==> config.mk <==
export PLATFORM = sky130hd
export DESIGN_NAME = regfile_sequencer_flat
export DESIGN_NICKNAME = d
export VERILOG_FILES = /design/src/rtl/regfile_pkg.sv /design/src/rtl/regfile_sequencer_if.sv /design/src/rtl/seq_alu.sv /design/src/rtl/regfile_sequencer.sv /design/src/flat_wrapper.sv
export SDC_FILE = /design/constraint.sdc
export NUM_CORES = 1
export LEC_CHECK = 0
export CAP_MARGIN = 20
export CORE_UTILIZATION = 50
export DETAILED_ROUTE_END_ITERATION = 8
export PLACE_DENSITY = 0.83
export SYNTH_ARGS = -nofsm -noshare
export SYNTH_HDL_FRONTEND = slang
export SYNTH_SLANG_ARGS = --single-unit
==> constraint.sdc <==
create_clock -name clk -period 10.1 [get_ports clk]
set_clock_uncertainty 0.05 [all_clocks]
set_input_delay 1.01 -clock clk [delete_from_list [all_inputs] [get_ports clk]]
set_output_delay 1.01 -clock clk [all_outputs]
set_load 0.03 [all_outputs]
==> src/rtl/regfile_pkg.sv <==
// regfile_pkg: shared types and sizes for the register-file sequencer slice.
package regfile_pkg;
    localparam int WIDTH = 16;
    localparam int IDXW = 3;
    typedef enum logic [2:0] {OP_ADD, OP_SUB, OP_AND, OP_OR, OP_XOR, OP_LDI, OP_MOV, OP_NOP} opcode_t;
    typedef enum logic [1:0] {IDLE, READ, EXEC, WRITE} seq_state_t;
endpackage

==> src/rtl/regfile_sequencer_if.sv <==
// regfile_sequencer_if: micro-op handshake plus register-file port bundle.
interface regfile_sequencer_if;
    import regfile_pkg::*;
    logic             instr_valid;
    logic             instr_ready;
    logic [2:0]       opcode;
    logic [IDXW-1:0]  ra;
    logic [IDXW-1:0]  rb;
    logic [IDXW-1:0]  rc;
    logic [WIDTH-1:0] imm;
    logic [IDXW-1:0]  rf_a_index;
    logic [IDXW-1:0]  rf_b_index;
    logic [IDXW-1:0]  rf_c_index;
    logic             rf_we;
    logic [WIDTH-1:0] rf_d_input;
    logic [WIDTH-1:0] rf_a_output;
    logic [WIDTH-1:0] rf_b_output;
    logic             done;
    logic [WIDTH-1:0] result;
    logic             zero;
    modport master (
        input  instr_valid, opcode, ra, rb, rc, imm, rf_a_output, rf_b_output,
        output instr_ready, rf_a_index, rf_b_index, rf_c_index, rf_we, rf_d_input, done, result, zero
    );
    modport slave (
        output instr_valid, opcode, ra, rb, rc, imm, rf_a_output, rf_b_output,
        input  instr_ready, rf_a_index, rf_b_index, rf_c_index, rf_we, rf_d_input, done, result, zero
    );
endinterface

==> src/rtl/seq_alu.sv <==
// seq_alu: combinational 16-bit ALU for the sequencer's EXEC step.
module seq_alu
    import regfile_pkg::*;
(
    input  opcode_t          opcode_i,
    input  logic [WIDTH-1:0] a_i,
    input  logic [WIDTH-1:0] b_i,
    input  logic [WIDTH-1:0] imm_i,
    output logic [WIDTH-1:0] y_o
);
    always_comb begin
        y_o = a_i;
        case (opcode_i)
            OP_ADD:  y_o = a_i + b_i;
            OP_SUB:  y_o = a_i - b_i;
            OP_AND:  y_o = a_i & b_i;
            OP_OR:   y_o = a_i | b_i;
            OP_XOR:  y_o = a_i ^ b_i;
            OP_LDI:  y_o = imm_i;
            default: y_o = a_i;
        endcase
    end
endmodule

==> src/rtl/regfile_sequencer.sv <==
// regfile_sequencer: 4-cycle read/exec/write sequencer driving an 8x16 register file.
module regfile_sequencer
    import regfile_pkg::*;
(
    input  logic clk,
    input  logic reset,
    regfile_sequencer_if.master bus
);
    seq_state_t       state_q, state_d;
    opcode_t          op_q;
    logic [IDXW-1:0]  ra_q, rb_q, rc_q, c_q;
    logic [WIDTH-1:0] imm_q, a_q, b_q, d_q, result_q, alu_y;
    logic             we_q, done_q, zero_q;
    seq_alu u_alu (.opcode_i(op_q), .a_i(a_q), .b_i(b_q), .imm_i(imm_q), .y_o(alu_y));
    always_ff @(posedge clk) state_q <= reset ? IDLE : state_d;
    always_comb begin
        state_d = state_q;
        case (state_q)
            IDLE:    state_d = bus.instr_valid ? READ : IDLE;
            READ:    state_d = EXEC;
            EXEC:    state_d = WRITE;
            default: state_d = IDLE;
        endcase
    end
    // Write strobe, index and data are registered on entry to WRITE so the bus is glitch-free.
    always_ff @(posedge clk) begin
        if (reset) begin
            op_q     <= OP_ADD;
            ra_q     <= '0;
            rb_q     <= '0;
            rc_q     <= '0;
            imm_q    <= '0;
            a_q      <= '0;
            b_q      <= '0;
            c_q      <= '0;
            d_q      <= '0;
            we_q     <= 1'b0;
            done_q   <= 1'b0;
            result_q <= '0;
            zero_q   <= 1'b1;
        end else begin
            case (state_q)
                IDLE: if (bus.instr_valid) begin
                    op_q  <= opcode_t'(bus.opcode);
                    ra_q  <= bus.ra;
                    rb_q  <= bus.rb;
                    rc_q  <= bus.rc;
                    imm_q <= bus.imm;
                end
                READ: begin
                    a_q <= bus.rf_a_output;
                    b_q <= bus.rf_b_output;
                end
                EXEC: begin
                    c_q    <= rc_q;
                    d_q    <= alu_y;
                    we_q   <= op_q != OP_NOP;
                    done_q <= 1'b1;
                    if (op_q != OP_NOP) begin
                        result_q <= alu_y;
                        zero_q   <= alu_y == '0;
                    end
                end
                default: begin
                    we_q   <= 1'b0;
                    done_q <= 1'b0;
                end
            endcase
        end
    end
    assign bus.instr_ready = state_q == IDLE;
    assign bus.rf_a_index  = ra_q;
    assign bus.rf_b_index  = rb_q;
    assign bus.rf_c_index  = c_q;
    assign bus.rf_d_input  = d_q;
    // A reset sampled at the WRITE edge must suppress the in-flight write.
    assign bus.rf_we       = we_q & ~reset;
    assign bus.done        = done_q;
    assign bus.result      = result_q;
    assign bus.zero        = zero_q;
endmodule

==> src/flat_wrapper.sv <==
// flat-port wrapper written by rule: the top's interface ports become plain ports
module regfile_sequencer_flat import regfile_pkg::*;
  (clk, reset, bus_instr_valid, bus_opcode, bus_ra, bus_rb, bus_rc, bus_imm, bus_rf_a_output, bus_rf_b_output, bus_instr_ready, bus_rf_a_index, bus_rf_b_index, bus_rf_c_index, bus_rf_we, bus_rf_d_input, bus_done, bus_result, bus_zero);
  regfile_sequencer_if bus_i ();
  input  logic clk;
  input  logic reset;
  input wire logic [$bits(bus_i.instr_valid)-1:0] bus_instr_valid;
  input wire logic [$bits(bus_i.opcode)-1:0] bus_opcode;
  input wire logic [$bits(bus_i.ra)-1:0] bus_ra;
  input wire logic [$bits(bus_i.rb)-1:0] bus_rb;
  input wire logic [$bits(bus_i.rc)-1:0] bus_rc;
  input wire logic [$bits(bus_i.imm)-1:0] bus_imm;
  input wire logic [$bits(bus_i.rf_a_output)-1:0] bus_rf_a_output;
  input wire logic [$bits(bus_i.rf_b_output)-1:0] bus_rf_b_output;
  output wire logic [$bits(bus_i.instr_ready)-1:0] bus_instr_ready;
  output wire logic [$bits(bus_i.rf_a_index)-1:0] bus_rf_a_index;
  output wire logic [$bits(bus_i.rf_b_index)-1:0] bus_rf_b_index;
  output wire logic [$bits(bus_i.rf_c_index)-1:0] bus_rf_c_index;
  output wire logic [$bits(bus_i.rf_we)-1:0] bus_rf_we;
  output wire logic [$bits(bus_i.rf_d_input)-1:0] bus_rf_d_input;
  output wire logic [$bits(bus_i.done)-1:0] bus_done;
  output wire logic [$bits(bus_i.result)-1:0] bus_result;
  output wire logic [$bits(bus_i.zero)-1:0] bus_zero;
  assign bus_i.instr_valid = bus_instr_valid;
  assign bus_i.opcode = bus_opcode;
  assign bus_i.ra = bus_ra;
  assign bus_i.rb = bus_rb;
  assign bus_i.rc = bus_rc;
  assign bus_i.imm = bus_imm;
  assign bus_i.rf_a_output = bus_rf_a_output;
  assign bus_i.rf_b_output = bus_rf_b_output;
  assign bus_instr_ready = bus_i.instr_ready;
  assign bus_rf_a_index = bus_i.rf_a_index;
  assign bus_rf_b_index = bus_i.rf_b_index;
  assign bus_rf_c_index = bus_i.rf_c_index;
  assign bus_rf_we = bus_i.rf_we;
  assign bus_rf_d_input = bus_i.rf_d_input;
  assign bus_done = bus_i.done;
  assign bus_result = bus_i.result;
  assign bus_zero = bus_i.zero;
  regfile_sequencer u_core (.clk(clk), .reset(reset), .bus(bus_i));
endmodule
==> summary.txt, run 1 <==
Pwr
  – Power Density: 246 nW/um^2
  – Final Total Pwr: 1.82 mW
  – Worst VDD drop: 0.120 mV
  – Pleak: 2.81 nW

Yosys
  – Synth Area in Adders: 11.0%
  – EDFF count, synth: 0
  – Most frequent cell after synthesis: nand2_1
  – Cells after Synth: 742
  – Fraction of registers with async set/reset: 0%
  – Multiplexer share of the synthesized area: 9.99%
  – Cell Area, Synth: 6000 sq um
  – Dominant cells by area after synthesis: dfxtp_1 33%, ha_1 11%, mux2i_1 8.7%
  – Largest family of logic cells by synthesized area: simple AND/OR/NAND/NOR gates
  – Share of the synthesized area in the top cell type: 33.4%
  – Sequential-to-total area share from yosys stat: 33.4%
  – Compound-Gate Fraction of Synth Area: 18.3%
  – Synth top cells by count: 109 x nand2_1, 100 x dfxtp_1, 92 x nor2_1, 73 x a21oi_1, 52 x mux2i_1
  – Largest area contributor in the netlist: dfxtp_1
  – Ys Warns: 0
  – Synth unique cells: 69
  – Post-Synth XOR/XNOR Area: 2.92%
  – Main synth FF type: dfxtp_1
  – Mean post-synth cell area: 8.08 sq um
  – Synthesized net count: 857
  – Flops & latches, synth: 100
  – Simple-gate portion of the synthesized area: 18.6%

Routing
  – WL met3: 679 microns
  – DRT iter0 DRCs: 356
  – Via count: 5,494
  – DR DRC count: 6
  – Overall routed net length: 15.0 mm
  – Wl on met1: 7.30 mm
  – DR WL met2: 6.62 mm
  – Top sig layer: met4
  – Post-route ant nets: 0
  – DR WL/cell: 15.5 microns
  – Vias per cell: 5.66
  – DRT Pass-1 Iters: 9

Clocking
  – Post_cts resized: 0
  – # hold bufs at CTS: 0
  – CTS buffer count: 9
  – Setup Buffers After CTS: 0
  – CTS H-Tree Depth: 3
  – Clock Path Buffers: 2
  – Root Buffer: clkbuf_16
  – Worst skew pair latency: 0.35 ns
  – CTS tree: yes
  – Sink Count: 100
  – Clk slew on worst S/H paths: 0.07 ns

Outcome
  – Failing checks: DRC
  – Status: finished with violations

GRT
  – Vias in the first global route: 5,099
  – Largest net degree at the start of global routing: 102
  – GRT Resource Usage Total: 25.1%
  – Initial antenna violation count: 0
  – First-pass GRT wire length: 25.1 mm
  – Congestion Overflow GR: 0

Job
  – Max-cap violations: 0

Timing
  – Fmax: 203 MHz
  – Final Hold Vio Count: 0
  – Fin. max-slew vios: 0
  – Slew HR: 28.0%
  – Worst-Margin Slew: 1.08 ns
  – Unrepaired setup endpoints after global routing: no
  – Sum Neg Setup Slack: 0 ns
  – Final setup viols: 0
  – Minimum clock period: 4.92 ns
  – Period utilization: 48.7%
  – Worst Hold Margin: 0.403 ns

Setup path
  – Reg-to-Reg End: u_core.bus.zero$_SDFFE_PP1P_
  – Reg2Reg Depth: 16
  – Critical Path AT: 5.16 ns
  – R2r setup slk: 5.18 ns
  – Reg2reg start: u_core.op_q[2]$_SDFFE_PP0P_
  – Worst setup SP type: flop
  – Critical Path RT: 10.34 ns
  – Worst-path fanout max: 24
  – Crit Path Class: reg -> reg
  – Crit path capture type: flop

Placement
  – Port bufs: 107
  – Gpl congestion: 0.926
  – HPWL Detailed: 10.9 mm
  – DP Area: 7100 sq um

Worst hold path
  – Hold/Removal Path Class: reg -> reg
  – Worst Hold Path Cells: 2
  – Worst hold path endpoint: u_core.bus.result[1]$_SDFFE_PP0P_
  – Worst Min Path Start: u_core.bus.result[1]$_SDFFE_PP0P_

Die
  – Core footprint: 11,600 sq um
  – Die Span Y: 112 microns
  – Initial Utilization: 51.9%
  – FP Rows: 39
  – Die width: 112 microns
  – Full die area: 12,400 sq um
  – IO Count: 108

Finish
  – Layout area overhead: 23.6%
  – Design area: 7410 sq um
  – Share of layout cells above drive strength 1: 4.59%
  – Nets@finish: 939
  – Inserted Diodes: 0
[how the worst max path moves through the flow]
stage | cells past startpoint | from | to | slack, ns
2_1_floorplan | 16 | u_core.op_q[0]$_SDFFE_PP0P_ | u_core.bus.zero$_SDFFE_PP1P_ | 6.08
3_3_place_gp | 16 | u_core.op_q[2]$_SDFFE_PP0P_ | u_core.bus.zero$_SDFFE_PP1P_ | 5.43
3_5_place_dp | 16 | u_core.op_q[2]$_SDFFE_PP0P_ | u_core.bus.zero$_SDFFE_PP1P_ | 5.34
4_1_cts | 16 | u_core.op_q[2]$_SDFFE_PP0P_ | u_core.bus.zero$_SDFFE_PP1P_ | 5.29
5_1_grt | 16 | u_core.op_q[2]$_SDFFE_PP0P_ | u_core.bus.zero$_SDFFE_PP1P_ | 4.97
6_report | 16 | u_core.op_q[2]$_SDFFE_PP0P_ | u_core.bus.zero$_SDFFE_PP1P_ | 5.18
[power by group]
part / switching [mW] / internal (mW) / total, mW
clock: 0.156 / 0.176 / 0.333
sequential: 0.0499 / 0.456 / 0.506
combinational: 0.577 / 0.408 / 0.985
[placed cells by master (no fill, tap or decap), drive strengths merged, types with 5 or more instances in the layout]
master and instances:
nor2b 9, mux2i 52, a21oi 73, clkdlybuf4s50 106, nand2 109, o21ai 31
dfxtp 100, nor3 7, nor2 92, o22ai 5, nand2b 10, buf 7
ha 51, a211oi 24, xnor2 18, inv 45, clkbuf 10, nand3b 5
[layout make-up]
class                           count  area (sq um)
Multi-Input combinational cell    557          3650
Fill cell                        1044          4150
Inverter                           43           164
Sequential cell                   100          2000
Clock buffer                       10           239
Tap cell                          143           179
Clock inverter                      5          46.3
Timing Repair Buffer              113          1130
[per-stage QoR]
stage / cells / util [%] / worst slack (ns)
floorplan: 742 / - / 6.08
global route: 971 / 64.1 / 4.97
detailed placement: 955 / 61.4 / 5.34
global placement: 955 / 61.4 / 5.43
finish: 971 / 64.1 / 5.18
CTS: 970 / 63.9 / 5.29
[logic make-up (layout without fill, tap and decap cells)]
kind of cell    count (synthesis)  count (layout)
simple gates                  257             257
compound gates                171             171
flops                         100             100
buf+inv                        85             171
mux                            57              57
fa+ha+maj                      52              52
xor+xnor                       20              20
[worst max-delay path: stages, from the launching register on]
cell and delay (ns):
dfxtp_1 0.30, buf_4 0.22, inv_1 0.38, nand2_1 0.34, nor2_1 0.53, a31oi_1 0.10
xnor2_1 0.16, ha_1 0.40, a21o_1 0.26, a2111oi_4 0.38, a311oi_2 0.19, o2111a_1 0.26
o31a_1 0.32, or4_1 0.54, nor4_2 0.22, nand4b_1 0.12, nand2_1 0.08
[routing by layer]
layer | GRT usage (%) | vias up
met5 | 0 | -
met4 | 10.1 | 0
met3 | 3.81 | 40
met2 | 39.5 | 167
met1 | 34.5 | 2559
li1 | - | 2728
[registers in the layout, indices dropped and copies added, names as in the netlist, 2 cells and up]
register               count
u_core.a_q                16
u_core.b_q                16
u_core.bus.result         16
u_core.bus.rf_d_input     16
u_core.imm_q              16
u_core.bus.rf_a_index      3
u_core.bus.rf_b_index      3
u_core.bus.rf_c_index      3
u_core.op_q                3
u_core.rc_q                3
u_core.state_q             2
(Power assumes the default switching activity.)
==> inputs of run 2 (changes only) <==
Settings changed: CORE_UTILIZATION 50 to 48.
Clock period 10.1 ns to 4.2 ns, I/O delays scaled along.
==> summary.txt, run 2 (same netlist as run 1, synthesis figures left out) <==
Setup path
  – Reg2Reg Depth: 14 (was 16)
  – Worst setup SP type: flop (unchanged)
  – Worst-path fanout max: 7 (was 24)
  – Crit path capture type: flop (unchanged)
  – Critical Path AT: 4.19 ns (was 5.16 ns)
  – Beginning of the critical path: u_core.b_q[3]$_SDFFE_PP0P_ (was u_core.op_q[2]$_SDFFE_PP0P_)
  – Crit Path Class: reg -> reg (unchanged)
  – Critical Path RT: 4.45 ns (was 10.34 ns)
  – Reg2reg start: u_core.b_q[3]$_SDFFE_PP0P_ (was u_core.op_q[2]$_SDFFE_PP0P_)

Pwr
  – Worst VDD drop: 0.258 mV (was 0.120 mV)
  – Power Density: 597 nW/um^2 (was 246 nW/um^2)
  – Pleak: 2.90 nW (was 2.81 nW)
  – Final Total Pwr: 4.53 mW (was 1.82 mW)

Timing
  – Worst-Margin Slew: 1.04 ns (was 1.08 ns)
  – Minimum clock period: 3.94 ns (was 4.92 ns)
  – Final Hold Vio Count: 0 (unchanged)
  – Fin worst setup slack: 0.259 ns (was 5.18 ns)
  – Fin. max-slew vios: 0 (unchanged)
  – Slew HR: 30.3% (was 28.0%)
  – Fmax: 254 MHz (was 203 MHz)
  – Period utilization: 93.8% (was 48.7%)
  – Final setup viols: 0 (unchanged)
  – Worst Hold Margin: 0.406 ns (was 0.403 ns)

Die
  – IO Count: 108 (unchanged)
  – Die Span Y: 114 microns (was 112 microns)
  – Full die area: 12,900 sq um (was 12,400 sq um)
  – Initial Utilization: 49.5% (was 51.9%)
  – Die width: 114 microns (was 112 microns)
  – FP Rows: 40 (was 39)
  – Core footprint: 12,100 sq um (was 11,600 sq um)

Worst hold path
  – Hold/Removal Path Class: reg -> reg (unchanged)
  – Worst Hold Path Cells: 2 (unchanged)
  – Worst Min Path Start: u_core.bus.rf_b_index[2]$_SDFFE_PP0P_ (was u_core.bus.result[1]$_SDFFE_PP0P_)

Clocking
  – CTS tree: yes (unchanged)
  – CTS H-Tree Depth: 3 (unchanged)
  – CTS buffer count: 9 (unchanged)
  – # hold bufs at CTS: 0 (unchanged)
  – Sink Count: 100 (unchanged)
  – Clock Path Buffers: 2 (unchanged)
  – Root Buffer: clkbuf_16 (unchanged)
  – Worst skew pair latency: 0.36 ns (was 0.35 ns)
  – Clk slew on worst S/H paths: 0.08 ns (was 0.07 ns)

GRT
  – Congestion Overflow GR: 0 (unchanged)
  – GRT Resource Usage Total: 24.1% (was 25.1%)
  – First-pass GRT wire length: 24.8 mm (was 25.1 mm)
  – Largest net degree at the start of global routing: 101 (was 102)
  – Initial antenna violation count: 0 (unchanged)
  – Vias in the first global route: 4,906 (was 5,099)

Routing
  – Via count: 5,495 (was 5,494)
  – DR DRC count: 0 (was 6)
  – DRT iter0 DRCs: 405 (was 356)
  – Post-route ant nets: 0 (unchanged)
  – Overall routed net length: 15.3 mm (was 15.0 mm)
  – Vias per cell: 5.43 (was 5.66)
  – DRT Pass-1 Iters: 5 (was 9)
  – DR WL/cell: 15.1 microns (was 15.5 microns)

Finish
  – Register area: 2000 sq um (about the same)
  – Inserted Diodes: 0 (unchanged)
  – Layout Cells excl Fill: 1,012 (was 971)
  – Nets@finish: 954 (was 939)
  – Core Util, Final: 62.7% (was 64.1%)
  – Multi-input combinational cell area: 3660 sq um (was 3650 sq um)
  – Share of layout cells above drive strength 1: 6.75% (was 4.59%)
  – Most frequent cells in the layout: 109 x nand2_1, 106 x clkdlybuf4s50_1, 99 x dfxtp_1 (was 109 x nand2_1, 106 x clkdlybuf4s50_1, 100 x dfxtp_1)
  – Fill cell count: 1,037 (was 1,044)
  – Layout area overhead: 26.7% (was 23.6%)
  – Commonest non-fill, non-tap cell in the layout: nand2_1 (unchanged)

Outcome
  – Status: finished, final reports clean (was finished with violations)

Placement
  – Setup WS pre-CTS: 0.202 ns (was 5.34 ns)
  – Gpl congestion: 0.960 (was 0.926)
  – Dpl cells: 994 (was 955)
  – Port bufs: 107 (unchanged)
  – HPWL Detailed: 11.0 mm (was 10.9 mm)

Job
  – Max-cap violations: 0 (unchanged)
[run 2: final cells by class]
class,count,area share [%]
timing repair buffer,128,16.6
inverter,43,2.16
multi-input combinational,557,48.2
clock buffer,10,3.15
clock inverter,6,0.708
tap,168,2.77
sequential,100,26.4
[run 2: worst paths after layout]
kind | endpoint | slack, ns
max | u_core.bus.zero$_SDFFE_PP1P_ | 0.26
min | u_core.bus.rf_b_index[2]$_SDFFE_PP0P_ | 0.41
max reg2reg | u_core.bus.zero$_SDFFE_PP1P_ | 0.26
min reg2reg | u_core.bus.rf_b_index[2]$_SDFFE_PP0P_ | 0.41
[run 2: through the flow]
step	instance area (sq um)	TNS, ns
floorplan	6000	0
global placement	7240	0
detailed placement	7240	0
CTS	7530	0
global route	7600	-0.00205
finish	7600	0
[run 2: worst max-delay path, cell delays in order (launching register included)]
cell and delay, ns:
dfxtp_1 0.36, nor3_2 0.28, and3_1 0.25, a31oi_1 0.11, xnor2_1 0.14, ha_1 0.39
a21o_1 0.24, a2111oi_4 0.37, a311oi_2 0.16, o2111a_1 0.25, o31a_1 0.32, or4_1 0.54
nor4_2 0.22, nand4b_1 0.11, nand2_1 0.08
[run 2: what timing repair did]
action / in CTS / in global routing
gates resized for setup: 0 / 3
setup buffers: 0 / 0
endpoints found under the setup margin: 0 / 2
endpoints found under the hold margin: 0 / 0
[run 2: where the power goes]
group	switching, mW	total, mW	internal, mW
registers	0.124	1.22	1.10
logic	1.43	2.49	1.06
clock network	0.393	0.824	0.431
[run 2: layer usage]
metal,GRT usage (%),wire length [microns]
met1,33.9,7160
met4,7.71,276
met5,0,0
met3,3.13,928
met2,38.3,6940
==> inputs of run 3 (changes only) <==
Clock period 4.2 ns to 3.37 ns, I/O delays scaled along.
==> summary.txt, run 3 (same netlist as run 1, synthesis figures left out) <==
Outcome
  – Status: finished with violations (was finished, final reports clean)
  – Failing checks: setup timing

Die
  – IO Count: 108 (unchanged)
  – FP Rows: 40 (unchanged)
  – Die width: 114 microns (unchanged)
  – Full die area: 12,900 sq um (unchanged)
  – Die Span Y: 114 microns (unchanged)
  – Initial Utilization: 49.5% (unchanged)
  – Core footprint: 12,100 sq um (unchanged)

Finish
  – Layout area overhead: 39.7% (was 26.7%)
  – Layout Cells excl Fill: 1,074 (was 1,012)
  – Design area: 8380 sq um (was 7600 sq um)
  – Commonest non-fill, non-tap cell in the layout: clkdlybuf4s50_1 (was nand2_1)
  – Share of layout cells above drive strength 1: 17.8% (was 6.75%)
  – Nets@finish: 1,016 (was 954)
  – Most frequent cells in the layout: 106 x clkdlybuf4s50_1, 105 x nand2_1, 93 x dfxtp_1 (was 109 x nand2_1, 106 x clkdlybuf4s50_1, 99 x dfxtp_1)
  – Inserted Diodes: 0 (unchanged)

Timing
  – Unrepaired setup endpoints after global routing: yes
  – Slew HR: 33.4% (was 30.3%)
  – Fin. max-slew vios: 0 (unchanged)
  – Final setup viols: 2 (was 0)
  – Minimum clock period: 3.44 ns (was 3.94 ns)
  – Fmax: 291 MHz (was 254 MHz)
  – Fin worst setup slack: -0.0678 ns (was 0.259 ns)
  – Worst-Margin Slew: 1.00 ns (was 1.04 ns)
  – Period utilization: 102% (was 93.8%)
  – Final Hold Vio Count: 0 (unchanged)

Setup path
  – Critical Path Max Stage Delay: 0.49 ns (was 0.54 ns)
  – Slowest cell on the critical path: or4_4 (was or4_1)
  – Crit Path Class: reg -> reg (unchanged)
  – Crit path capture type: flop (unchanged)
  – Critical Path RT: 3.61 ns (was 4.45 ns)
  – Critical Path AT: 3.68 ns (was 4.19 ns)
  – Reg2Reg Depth: 15 (was 14)
  – Worst setup SP type: flop (unchanged)
  – Crit path cell chain: buf_6, nor3_4, and3_4, a31oi_2, xnor2_1, ha_1, a21o_1, a2111oi_4, a311oi_4, o2111a_1, o31a_1, or4_4, nor4_4, nand4b_1, nand2_1 (was nor3_2, and3_1, a31oi_1, xnor2_1, ha_1, a21o_1, a2111oi_4, a311oi_2, o2111a_1, o31a_1, or4_1, nor4_2, nand4b_1, nand2_1)
  – Worst-path fanout max: 4 (was 7)

Pwr
  – Pleak: 3.29 nW (was 2.90 nW)
  – Worst VDD drop: 0.378 mV (was 0.258 mV)
  – Final Total Pwr: 6.63 mW (was 4.53 mW)
  – Power Density: 791 nW/um^2 (was 597 nW/um^2)

Placement
  – Port bufs: 107 (unchanged)
  – Setup WS pre-CTS: -0.213 ns (was 0.202 ns)
  – Gpl congestion: 0.940 (was 0.960)
  – Dpl cells: 1,047 (was 994)
  – DP Area: 7700 sq um (was 7240 sq um)
  – HPWL Detailed: 11.9 mm (was 11.0 mm)

Clocking
  – Clock Path Buffers: 2 (unchanged)
  – Root Buffer: clkbuf_16 (unchanged)
  – Worst skew pair latency: 0.36 ns (about the same)
  – CTS H-Tree Depth: 3 (unchanged)
  – CTS buffer count: 9 (unchanged)
  – CTS tree: yes (unchanged)
  – Sink Count: 100 (unchanged)
  – Clk slew on worst S/H paths: 0.08 ns (about the same)
  – # hold bufs at CTS: 0 (unchanged)

Worst hold path
  – Hold/Removal Path Class: reg -> reg (unchanged)
  – Worst Hold Path Cells: 2 (unchanged)

GRT
  – Initial antenna violation count: 0 (unchanged)
  – Congestion Overflow GR: 0 (unchanged)
  – GRT Resource Usage Total: 26.4% (was 24.1%)
  – First-pass GRT wire length: 27.0 mm (was 24.8 mm)
  – Vias in the first global route: 5,386 (was 4,906)
  – Largest net degree at the start of global routing: 101 (unchanged)

Routing
  – DR WL/cell: 15.7 microns (was 15.1 microns)
  – DR DRC count: 0 (unchanged)
  – Overall routed net length: 16.8 mm (was 15.3 mm)
  – DRT Pass-1 Iters: 5 (unchanged)
  – DRT iter0 DRCs: 524 (was 405)
  – Vias per cell: 5.39 (was 5.43)
  – Post-route ant nets: 0 (unchanged)
  – Via count: 5,792 (was 5,495)

Job
  – Max-cap violations: 0 (unchanged)
## run 3: cell types whose count changed in the layout (fill, tap and decap cells not counted), sizes merged
cell	delta
clkinv	-1
bufinv	+2
clkbuf	-1
buf	+62
## run 3: routing by layer
| layer | wire (microns) | track usage [%] | part of all wire, % | up-vias |
|---|---|---|---|---|
| li1 | - | - | - | 2873 |
| met1 | 7930 | 36.3 | 47 | 2730 |
| met2 | 7870 | 42.4 | 47 | 167 |
| met3 | 706 | 3.61 | 4.2 | 22 |
| met4 | 310 | 9.35 | 1.8 | 0 |
| met5 | 0 | 0 | 0 | - |
## run 3: area by class of cell
class                           instances  area, sq um
Multi-Input combinational cell        557         3910
Fill cell                            1014         3730
Sequential cell                       100         2010
Timing Repair Buffer                  190         1740
Clock buffer                            9          225
Tap cell                              168          210
Inverter                               43          164
Clock inverter                          7          114
## run 3: through the flow
| step | TNS (ns) | utilization (%) | hold WS [ns] |
|---|---|---|---|
| floorplan | 0 | - | 0.383 |
| global placement | -0.451 | 63.6 | 0.392 |
| detailed placement | -0.878 | 63.6 | 0.396 |
| CTS | -0.116 | 67.4 | 0.406 |
| global route | -0.833 | 69.2 | 0.420 |
| finish | -0.107 | 69.2 | 0.404 |
## run 3: final timing paths
| path | from | to | slack (ns) |
|---|---|---|---|
| worst max-delay path | u_core.b_q[0]$_SDFFE_PP0P_ | u_core.bus.zero$_SDFFE_PP1P_ | -0.07 |
| worst min-delay path | u_core.bus.result[12]$_SDFFE_PP0P_ | u_core.bus.result[12]$_SDFFE_PP0P_ | 0.40 |
| worst max register to register | u_core.b_q[0]$_SDFFE_PP0P_ | u_core.bus.zero$_SDFFE_PP1P_ | -0.07 |
| worst min register to register | u_core.bus.result[12]$_SDFFE_PP0P_ | u_core.bus.result[12]$_SDFFE_PP0P_ | 0.40 |
## run 3: where the power goes
group          total [mW]  internal [mW]  switching [mW]
clock                1.18          0.671           0.507
sequential           1.52           1.37           0.153
combinational        3.93           1.85            2.08
total                6.63           3.89            2.74
## run 3: repair_timing
action,CTS,global route
gates cloned,0,0
pin swaps,11,11
setup endpoints to repair,7,12
resized for setup,20,32
buffers inserted,7,2
## run 3: critical path, delay by kind of cell, from the launching register on
family                   cells  cell delay (ns)
AO/OA/AOI/OAI                6             1.23
XOR/XNOR                     1             0.13
AND/OR/NAND/NOR              6             1.18
buffers and inverters        1             0.13
adder cells (fa/ha/maj)      1             0.32
flip-flops                   1             0.33
